$ cat src/rtl/fetch_pkg.sv
// fetch_pkg: shared types and constants for the instruction-fetch stage.
//   NOP_INSTR     : word presented to decode when the fetch FIFO head is empty.
//   fetch_state_t : fetch FSM states (RUN issues requests, DRAIN discards stale responses).
//   fetch_entry_t : one prefetch FIFO entry {pc, instr}.
package fetch_pkg;

    localparam int XLEN = 32;

    localparam logic [XLEN-1:0] NOP_INSTR = 32'h0000_0013;

    typedef enum logic [0:0] {
        RUN   = 1'b0,
        DRAIN = 1'b1
    } fetch_state_t;

    typedef struct packed {
        logic [XLEN-1:0] pc;
        logic [XLEN-1:0] instr;
    } fetch_entry_t;

endpackage

$ cat src/rtl/fetch_fifo.sv
// fetch_fifo: small synchronous FIFO with clear, used both as the prefetch
// buffer and as the in-flight request PC queue.
//   clk, rst   : clock, synchronous active-high reset
//   clear      : drop all entries (takes priority over push/pop)
//   push/push_data : write one entry (ignored when full)
//   pop        : retire the head entry (ignored when empty)
//   head_data  : current head entry (registered storage)
//   count      : current occupancy, 0..DEPTH
// DEPTH must be a power of two and at least 2 so the pointers wrap naturally.
module fetch_fifo #(
    parameter int WIDTH = 64,
    parameter int DEPTH = 2
) (
    input  logic                     clk,
    input  logic                     rst,
    input  logic                     clear,
    input  logic                     push,
    input  logic [WIDTH-1:0]         push_data,
    input  logic                     pop,
    output logic [WIDTH-1:0]         head_data,
    output logic [$clog2(DEPTH):0]   count
);

    localparam int AW = $clog2(DEPTH);
    localparam int CW = AW + 1;
    localparam logic [CW-1:0] FULL_CNT = CW'(DEPTH);

    logic [WIDTH-1:0] mem_r [DEPTH];
    logic [AW-1:0]    rd_ptr_r;
    logic [AW-1:0]    wr_ptr_r;
    logic [CW-1:0]    count_r;
    logic             do_push_s;
    logic             do_pop_s;

    assign do_push_s = push && (count_r != FULL_CNT);
    assign do_pop_s  = pop && (count_r != {CW{1'b0}});

    // Entry storage; cleared on reset so the empty head reads as all zeros.
    always_ff @(posedge clk) begin
        if (rst) begin
            for (int i = 0; i < DEPTH; i++) begin
                mem_r[i] <= {WIDTH{1'b0}};
            end
        end else if (do_push_s && !clear) begin
            mem_r[wr_ptr_r] <= push_data;
        end
    end

    // Read/write pointers and occupancy counter.
    always_ff @(posedge clk) begin
        if (rst || clear) begin
            rd_ptr_r <= {AW{1'b0}};
            wr_ptr_r <= {AW{1'b0}};
            count_r  <= {CW{1'b0}};
        end else begin
            if (do_push_s) begin
                wr_ptr_r <= wr_ptr_r + AW'(1'b1);
            end
            if (do_pop_s) begin
                rd_ptr_r <= rd_ptr_r + AW'(1'b1);
            end
            case ({do_push_s, do_pop_s})
                2'b10:   count_r <= count_r + CW'(1'b1);
                2'b01:   count_r <= count_r - CW'(1'b1);
                default: count_r <= count_r;
            endcase
        end
    end

    assign head_data = mem_r[rd_ptr_r];
    assign count     = count_r;

endmodule

$ cat src/rtl/fetch_unit.sv
// fetch_unit: instruction-fetch stage. Owns the fetch PC, issues in-order
// requests to instruction memory, buffers returned words in a prefetch FIFO
// and presents the FIFO head to the decode pipeline register.
//   clk, rst          : clock, synchronous active-high reset
//   stalld            : decode holding; head is not popped
//   pcsrce, pctargete : redirect request and target from Execute
//   imem_req_*        : request handshake, imem_addr is the fetch PC
//   imem_rsp_*        : in-order responses
//   validd/instrd/pcd/pcplus4d : decode-facing head of the prefetch FIFO
// Optional build macro FETCH_PERF_EN adds perf_stall_cycles and perf_dropped
// saturating counters; without it the ports and counters do not exist.
// DATA_WIDTH must equal fetch_pkg::XLEN (32).
module fetch_unit
    import fetch_pkg::*;
#(
    parameter int                    DATA_WIDTH = 32,
    parameter logic [DATA_WIDTH-1:0] RESET_PC   = 32'h0000_0000,
    parameter int                    FIFO_DEPTH = 2
) (
    input  logic                  clk,
    input  logic                  rst,
    input  logic                  stalld,
    input  logic                  pcsrce,
    input  logic [DATA_WIDTH-1:0] pctargete,
    output logic                  imem_req_valid,
    input  logic                  imem_req_ready,
    output logic [DATA_WIDTH-1:0] imem_addr,
    input  logic                  imem_rsp_valid,
    input  logic [DATA_WIDTH-1:0] imem_rsp_data,
    output logic                  validd,
    output logic [DATA_WIDTH-1:0] instrd,
    output logic [DATA_WIDTH-1:0] pcd,
    output logic [DATA_WIDTH-1:0] pcplus4d
`ifdef FETCH_PERF_EN
    ,
    output logic [31:0]           perf_stall_cycles,
    output logic [31:0]           perf_dropped
`endif
);

    localparam int CW = $clog2(FIFO_DEPTH) + 1;
    localparam logic [CW:0]           DEPTH_LIM = (CW + 1)'(FIFO_DEPTH);
    localparam logic [DATA_WIDTH-1:0] PC_STEP   = DATA_WIDTH'(32'd4);

    fetch_state_t          state_r;
    fetch_state_t          state_nx_s;
    logic [DATA_WIDTH-1:0] pcf_r;
    logic [DATA_WIDTH-1:0] pcf_nx_s;
    logic [CW-1:0]         drop_cnt_r;
    logic [CW-1:0]         drop_nx_s;
    logic [CW-1:0]         occ_s;
    logic [CW-1:0]         out_s;
    logic [CW:0]           credit_s;
    logic                  pop_s;
    logic                  accept_s;
    logic                  keep_s;
    logic [DATA_WIDTH-1:0] rsp_pc_s;
    fetch_entry_t          push_entry_s;
    fetch_entry_t          head_entry_s;

    assign validd = (occ_s != {CW{1'b0}});
    assign pop_s  = validd && !stalld && !pcsrce;

    // A response is kept only when nothing stale is pending and no redirect
    // is flushing the buffer in the same cycle.
    assign keep_s = imem_rsp_valid && (drop_cnt_r == {CW{1'b0}}) && !pcsrce;

    // Credits: every buffered word plus every outstanding request owns a FIFO
    // slot. The head leaving this cycle frees its slot early, which is what
    // sustains one fetch per cycle with a two-entry buffer.
    assign credit_s = {1'b0, occ_s} + {1'b0, out_s} - (CW + 1)'(pop_s);

    assign imem_req_valid = !rst && (state_r == RUN) && !pcsrce && (credit_s < DEPTH_LIM);
    assign accept_s       = imem_req_valid && imem_req_ready;
    assign imem_addr      = pcf_r;

    assign push_entry_s.pc    = rsp_pc_s;
    assign push_entry_s.instr = imem_rsp_data;

    // In-flight PC queue: one entry per accepted request, retired by every
    // response (kept or discarded), so its occupancy is the outstanding count.
    fetch_fifo #(
        .WIDTH (DATA_WIDTH),
        .DEPTH (FIFO_DEPTH)
    ) u_pcq (
        .clk       (clk),
        .rst       (rst),
        .clear     (1'b0),
        .push      (accept_s),
        .push_data (pcf_r),
        .pop       (imem_rsp_valid),
        .head_data (rsp_pc_s),
        .count     (out_s)
    );

    // Prefetch buffer feeding decode; a redirect flushes it.
    fetch_fifo #(
        .WIDTH ($bits(fetch_entry_t)),
        .DEPTH (FIFO_DEPTH)
    ) u_buf (
        .clk       (clk),
        .rst       (rst),
        .clear     (pcsrce),
        .push      (keep_s),
        .push_data (push_entry_s),
        .pop       (pop_s),
        .head_data (head_entry_s),
        .count     (occ_s)
    );

    // Next fetch PC, drop counter and FSM state.
    always_comb begin
        state_nx_s = state_r;
        pcf_nx_s   = pcf_r;
        drop_nx_s  = drop_cnt_r;
        if (pcsrce) begin
            // Everything still in flight is stale, except a response that is
            // being thrown away right now.
            pcf_nx_s   = pctargete;
            drop_nx_s  = out_s - CW'(imem_rsp_valid);
            state_nx_s = (drop_nx_s != {CW{1'b0}}) ? DRAIN : RUN;
        end else begin
            if (accept_s) begin
                pcf_nx_s = pcf_r + PC_STEP;
            end else begin
                pcf_nx_s = pcf_r;
            end
            case (state_r)
                RUN: begin
                    state_nx_s = RUN;
                end
                DRAIN: begin
                    if (imem_rsp_valid) begin
                        drop_nx_s  = drop_cnt_r - CW'(1'b1);
                        state_nx_s = (drop_cnt_r == CW'(1'b1)) ? RUN : DRAIN;
                    end else begin
                        state_nx_s = DRAIN;
                    end
                end
                default: begin
                    state_nx_s = RUN;
                end
            endcase
        end
    end

    // FSM, fetch PC and drop counter registers.
    always_ff @(posedge clk) begin
        if (rst) begin
            state_r    <= RUN;
            pcf_r      <= RESET_PC;
            drop_cnt_r <= {CW{1'b0}};
        end else begin
            state_r    <= state_nx_s;
            pcf_r      <= pcf_nx_s;
            drop_cnt_r <= drop_nx_s;
        end
    end

    assign pcd      = head_entry_s.pc;
    assign instrd   = validd ? head_entry_s.instr : NOP_INSTR;
    assign pcplus4d = head_entry_s.pc + PC_STEP;

`ifdef FETCH_PERF_EN
    logic        discard_s;
    logic [31:0] perf_stall_r;
    logic [31:0] perf_drop_r;

    assign discard_s = imem_rsp_valid && !keep_s;

    // Saturating stall-cycle and discarded-response counters.
    always_ff @(posedge clk) begin
        if (rst) begin
            perf_stall_r <= 32'd0;
            perf_drop_r  <= 32'd0;
        end else begin
            if (validd && stalld && (perf_stall_r != 32'hFFFF_FFFF)) begin
                perf_stall_r <= perf_stall_r + 32'd1;
            end
            if (discard_s && (perf_drop_r != 32'hFFFF_FFFF)) begin
                perf_drop_r <= perf_drop_r + 32'd1;
            end
        end
    end

    assign perf_stall_cycles = perf_stall_r;
    assign perf_dropped      = perf_drop_r;
`endif

endmodule

$ cat config.mk
export PLATFORM = sky130hd
export DESIGN_NAME = fetch_unit
export DESIGN_NICKNAME = d
export VERILOG_FILES = /design/src/rtl/fetch_pkg.sv /design/src/rtl/fetch_fifo.sv /design/src/rtl/fetch_unit.sv
export SDC_FILE = /design/constraint.sdc
export NUM_CORES = 1
export LEC_CHECK = 0
export ABC_AREA = 1
export BUFFER_PORTS_ARGS = -buffer_cell sky130_fd_sc_hd__buf_2
export CAP_MARGIN = 20
export CORE_MARGIN = 8
export CORE_UTILIZATION = 60
export CTS_BUF_LIST = sky130_fd_sc_hd__clkbuf_8
export CTS_CLUSTER_DIAMETER = 120
export DETAILED_ROUTE_END_ITERATION = 8
export PLACE_DENSITY = 0.95
export SLEW_MARGIN = 5
export SYNTH_ARGS = -nofsm -noshare
export SYNTH_HDL_FRONTEND = slang
export SYNTH_SLANG_ARGS = --single-unit
$ cat constraint.sdc
create_clock -name clk -period 8.7 [get_ports clk]
set_input_delay 0.435 -clock clk [delete_from_list [all_inputs] [get_ports clk]]
set_output_delay 0.435 -clock clk [all_outputs]
set_load 0.05 [all_outputs]
* After elaboration in Yosys (flattened, before gate mapping)
Memory sizes are Yosys's and may differ from the RTL's. A register that Yosys moved wholly into a read port is not among the register bits.
Index checks and enable logic that the tools add are counted.
** Cells by class
- Add/sub/neg operators :: 14
- Equal/unequal tests :: 7
- Order comparisons :: 1
- Multiplexer cells :: 31
- Reductions and logical operators :: 29
- Bitwise operators :: 1
** Operators with widths (number)
- $mux 32 :: 4
- $add 32x3->32 const B :: 2
- $mux 64 :: 1
- $reduce_or 64->1 :: 1
- $reduce_or 32->1 :: 1
- $mux 1 :: 20
- $reduce_bool 2->1 :: 8
- $logic_and 1x1->1 :: 13
- $pmux 2 s2 :: 2
- $eq 2x1->1 const B :: 3
- $mux 2 :: 3
- $sub 2x1->2 const B :: 3
- $add 1x1->1 const B :: 4
- $add 2x1->2 const B :: 2
- $eq 2x2->1 const B :: 2
- $ne 2x2->1 const B :: 2
- $add 2x2->3 :: 1
- $logic_not 1->1 :: 3
- $lt 3x2->1 const B :: 1
- $sub 3x1->3 :: 1
- $logic_not 2->1 :: 1
- $pmux 1 s2 :: 1
- $reduce_and 2->1 :: 1
- $sub 2x1->2 :: 1
- other kinds (2) :: 2
** Word-level totals
- Bits in registers :: 43
- Word-level logic and storage cells :: 94
- Memories kept :: 2
- Input port bits :: 70
- RAM bits :: 192
** Memories
- u_buf.mem_r :: words 2, bits a word 64, rd ports 1, clocked after memory_dff 1, wr ports 2, RTL line fetch_fifo.sv:28 : logic [WIDTH-1:0] mem_r [DEPTH];
- u_pcq.mem_r :: words 2, bits a word 32, rd ports 1, clocked after memory_dff 1, wr ports 2, RTL line fetch_fifo.sv:28

* Depth between registers and ports, before layout
- Depth after elaboration :: 13
- Mapped depth :: 17
- Depth with buffers taken out :: 16

* By module
From an unflattened synthesis, not the netlist that was laid out.
** Unflattened totals
- Cell total of the unflattened synthesis :: 1312
- Area, all modules :: 12590.8 µm²
** Modules (own cells, without submodules)
- fetch_fifo (u_buf) :: instances 1, area each 6007.0 µm², cells each 443
- fetch_unit :: instances 1, area each 3507.1 µm², cells each 628
- fetch_fifo (u_pcq) :: instances 1, area each 3076.7 µm², cells each 241

* Least setup slack after synthesis
Ideal clock, no wire load.
- Path type :: in2reg
- From :: in pcsrce
- To :: mem u_pcq.mem_r[0][0] (netlist name) (enable)
- Setup slack :: 4587 ps
- Data required time :: 8311 ps
- Setup time :: 389 ps
- Arrival :: 3724 ps
- Cell stages on the path :: 15
- Cells stage by stage :: clkbuf_1 -> clkbuf_1 -> nor3_1 -> ha_1 -> or2_2 -> fa_1 -> nand2_1 -> nor2_1 -> nand2_2 -> nor2_4 -> o21ai_2 -> or2_1 -> buf_6 -> buf_6 -> nand2_1
** RTL lines
- start, declared :: RTL line fetch_unit.sv:23 : input logic pcsrce,
- end, declared :: RTL line fetch_fifo.sv:28

==> impl_metrics.ini <==
[die]
coreArea_um2 = 20100
die_w_um = 159
rows = 52
io-pin-count = 200
initial_utilization_pct = 60.8
die-area_um2 = 25200
fp.dieH_um = 159

[synth]
mappedNetlistArea_um2 = 12200
postSynth.asyncResetShare_pct = 0
ys_ff_latch = 237
synth_edf_count = 192
syn_inst = 1398
synth-seq-area-share_pct = 54.5
avgSynthCellArea_um2 = 8.74
synthFlopType = edfxtp_1
yosys_warnings = 0
synth_nets = 1478
synth_cell_type_count = 42

[clock_tree]
cts_buffers = 38
insertion_delay_ps = 520
cts-root-buf = clkbuf_8
path_clk_slew_ps = 60
cts_resized = 0
cts.sinks = 237
htreeDepth = 2
cts_buffer_depth = 3
cts_tree = yes
cts-hold-fix-buffers = 0
cts_setup_buffers = 0

[timing]
timing.final.crit_share_pct = 50.0
fmax_mhz = 230
finClkSkew_ps = 20.1
timing.final.crit_period_ps = 4350
fin_setup_tns_ps = 0
max-slew-margin-rel_pct = 34.8
finalMaxSlewViolations = 0
finalHoldViolCount = 0
rsz0062_at_grt = false
setup_viol = 0
worst_pin_slew_ps = 978

[layout]
area_delta_synth_final_pct = 14.8
layout.nets = 1669
antenna_cells = 0
layout-drive-gt1-share_pct = 21.5
fill_cells = 1464

[global_routing]
grt_start_max_net_pins = 86
grt-ovfl-total = 0
grt.busiest_layer = met2
antenna_found_initial = 0
grt.total_usage_pct = 23.4
use_met1_pct = 28.7
grt_pass1_vias = 10195
grt_pass1_wl_um = 49200
met3_usage_pct = 5.12
use_met2_pct = 40.0

[placed_design]
post-dp-hpwl_um = 21300
port_buffers = 199
routabilityCongestion = 0.908

[route]
viasPerCell = 5.34
vias = 10074
postRouteAntennaNets = 0
dr.pass1.iters = 7
avgRoutedWirePerCell_um = 16.1
remaining_drc_errors = 0
wirelength_um = 30300
drt-initial-drc-count = 851

[flow_run]
cap_viol_max_count = 0

[min_path]
hp-class = input port to register

[critical_path]
crit_type = register to register
crit_arrival_ps = 4530
worstPathRequired_ps = 8880
worstPathMaxFanout = 30
r2r_setup_slack_ps = 4350
critPathLaunchType = register
end_kind = register

[pwr]
peakVddDrop_uv = 103
leakage_uw = 0.00602
p_total_uw = 2590
powerDensity_nw_per_um2 = 185

[run_status]
status = finished clean
## cells by family after synthesis
kind of cell,after synthesis,synth area share (%)
DFF,237,54.5
xor gates and xnor gates,19,1.36
adders and majority gates,10,1.09
muxes,32,2.62
AOI/OAI and AO/OA,143,6.85
and+or+nand+nor,741,26.0
buffers and inverters,216,7.58
## report_power, final
group	switching, uW	leakage [uW]	internal [uW]	total (uW)
clock network	427	0.000388	450	877
logic	290	0.00327	94.5	384
registers	41.5	0.00236	1290	1330
## final cells by class
class	instances	area [um2]	share of cell area [%]
clock buffers	39	537	3.82
clock inverters	29	156	1.11
inverters	156	591	4.21
flip-flops and latches	237	6670	47.5
multi-input cells	945	4650	33.1
well taps	270	338	2.41
repair buffers	211	1100	7.83
## worst max-delay path, cell delays in order (launching register included)
cell     delay, ps
dfxtp_1        400
nor2_2          60
nor3_1         180
ha_1           270
or2_2          300
fa_1           500
nand2_1         60
nor2_1         160
nand2_2        100
nor2_4         540
o21ai_2        150
or2_2          480
nand2_1        350
buf_4          410
## placed cells by master (no fill, tap or decap), types with 9 or more instances in the layout
cell,Yosys,routed
nor2_4,15,15
xor2_1,18,18
buf_2,10,199
buf_4,3,11
o21ai_2,14,14
edfxtp_1,192,192
nand3_1,66,64
dfxtp_1,45,43
clkinv_1,2,11
inv_1,151,162
o21ai_0,43,43
mux2i_1,32,32
nor2_1,249,248
nand4_1,9,9
nand2_1,345,343
nor2_2,28,29
a21oi_1,63,63
nand2_2,9,11
clkbuf_8,0,39
ha_1,9,9
## metrics by stage
stage | instances | setup WS [ps] | instance area (um2) | util, % | hold slack [ps]
3_3_place_gp | 1818 | 3850 | 13300 | 66.3 | 432
5_1_grt | 1887 | 4080 | 14000 | 69.8 | 195
2_1_floorplan | 1398 | 4590 | 12200 | - | 426
6_report | 1887 | 4350 | 14000 | 69.8 | 201
4_1_cts | 1886 | 4000 | 14000 | 69.7 | 179
3_5_place_dp | 1818 | 3600 | 13300 | 66.3 | 465
## synth_stat cells, types with 2 or more instances
cell | number | area share (%)
nand2_1 | 345 | 11
nor2_1 | 249 | 7.6
edfxtp_1 | 192 | 47
inv_1 | 151 | 4.6
nand3_1 | 66 | 2.7
a21oi_1 | 63 | 2.6
dfxtp_1 | 45 | 7.4
o21ai_0 | 43 | 1.8
mux2i_1 | 32 | 2.6
nor2_2 | 28 | 1.4
clkbuf_1 | 24 | 0.74
xor2_1 | 18 | 1.3
nor2_4 | 15 | 1.4
o21ai_2 | 14 | 1.0
buf_1 | 13 | 0.40
buf_2 | 10 | 0.41
ha_1 | 9 | 0.92
nand2_2 | 9 | 0.46
nand4_1 | 9 | 0.46
buf_6 | 7 | 0.64
o21ai_1 | 7 | 0.29
nand3b_1 | 6 | 0.37
o211ai_1 | 5 | 0.31
a31oi_1 | 4 | 0.20
o21ai_4 | 4 | 0.53
or2_2 | 4 | 0.20
buf_4 | 3 | 0.18
buf_8 | 3 | 0.37
nor3_1 | 3 | 0.12
and2_1 | 2 | 0.10
clkinv_1 | 2 | 0.061
inv_2 | 2 | 0.061
nand2_4 | 2 | 0.18
## sequential cells by signal, summed over array words and instances (netlist names), 2 cells and up, named ones only
| name | count |
|---|---|
| drop_cnt_r | 2 |
| u_pcq.count | 2 |
| u_buf.count | 2 |
| u_pcq.mem_r | 64 |
| u_buf.mem_r | 128 |
| imem_addr | 32 |
## worst paths after layout
check	endpoint	cells after the start	startpoint
worst max-delay path	u_pcq.mem_r[0][7]	13	u_buf.count[0]
worst min-delay path	imem_addr[1]	3	pctargete[1]
worst max register to register	u_pcq.mem_r[0][7]	13	u_buf.count[0]
worst min register to register	u_pcq.rd_ptr_r	1	u_pcq.rd_ptr_r
## per-layer routing
metal,vias to the layer above,wire [um]
li1,4900,-
met1,4646,12300
met2,461,14900
met3,67,2360
met4,0,738
met5,-,0
Note: power is estimated with default switching activity, not from simulation.
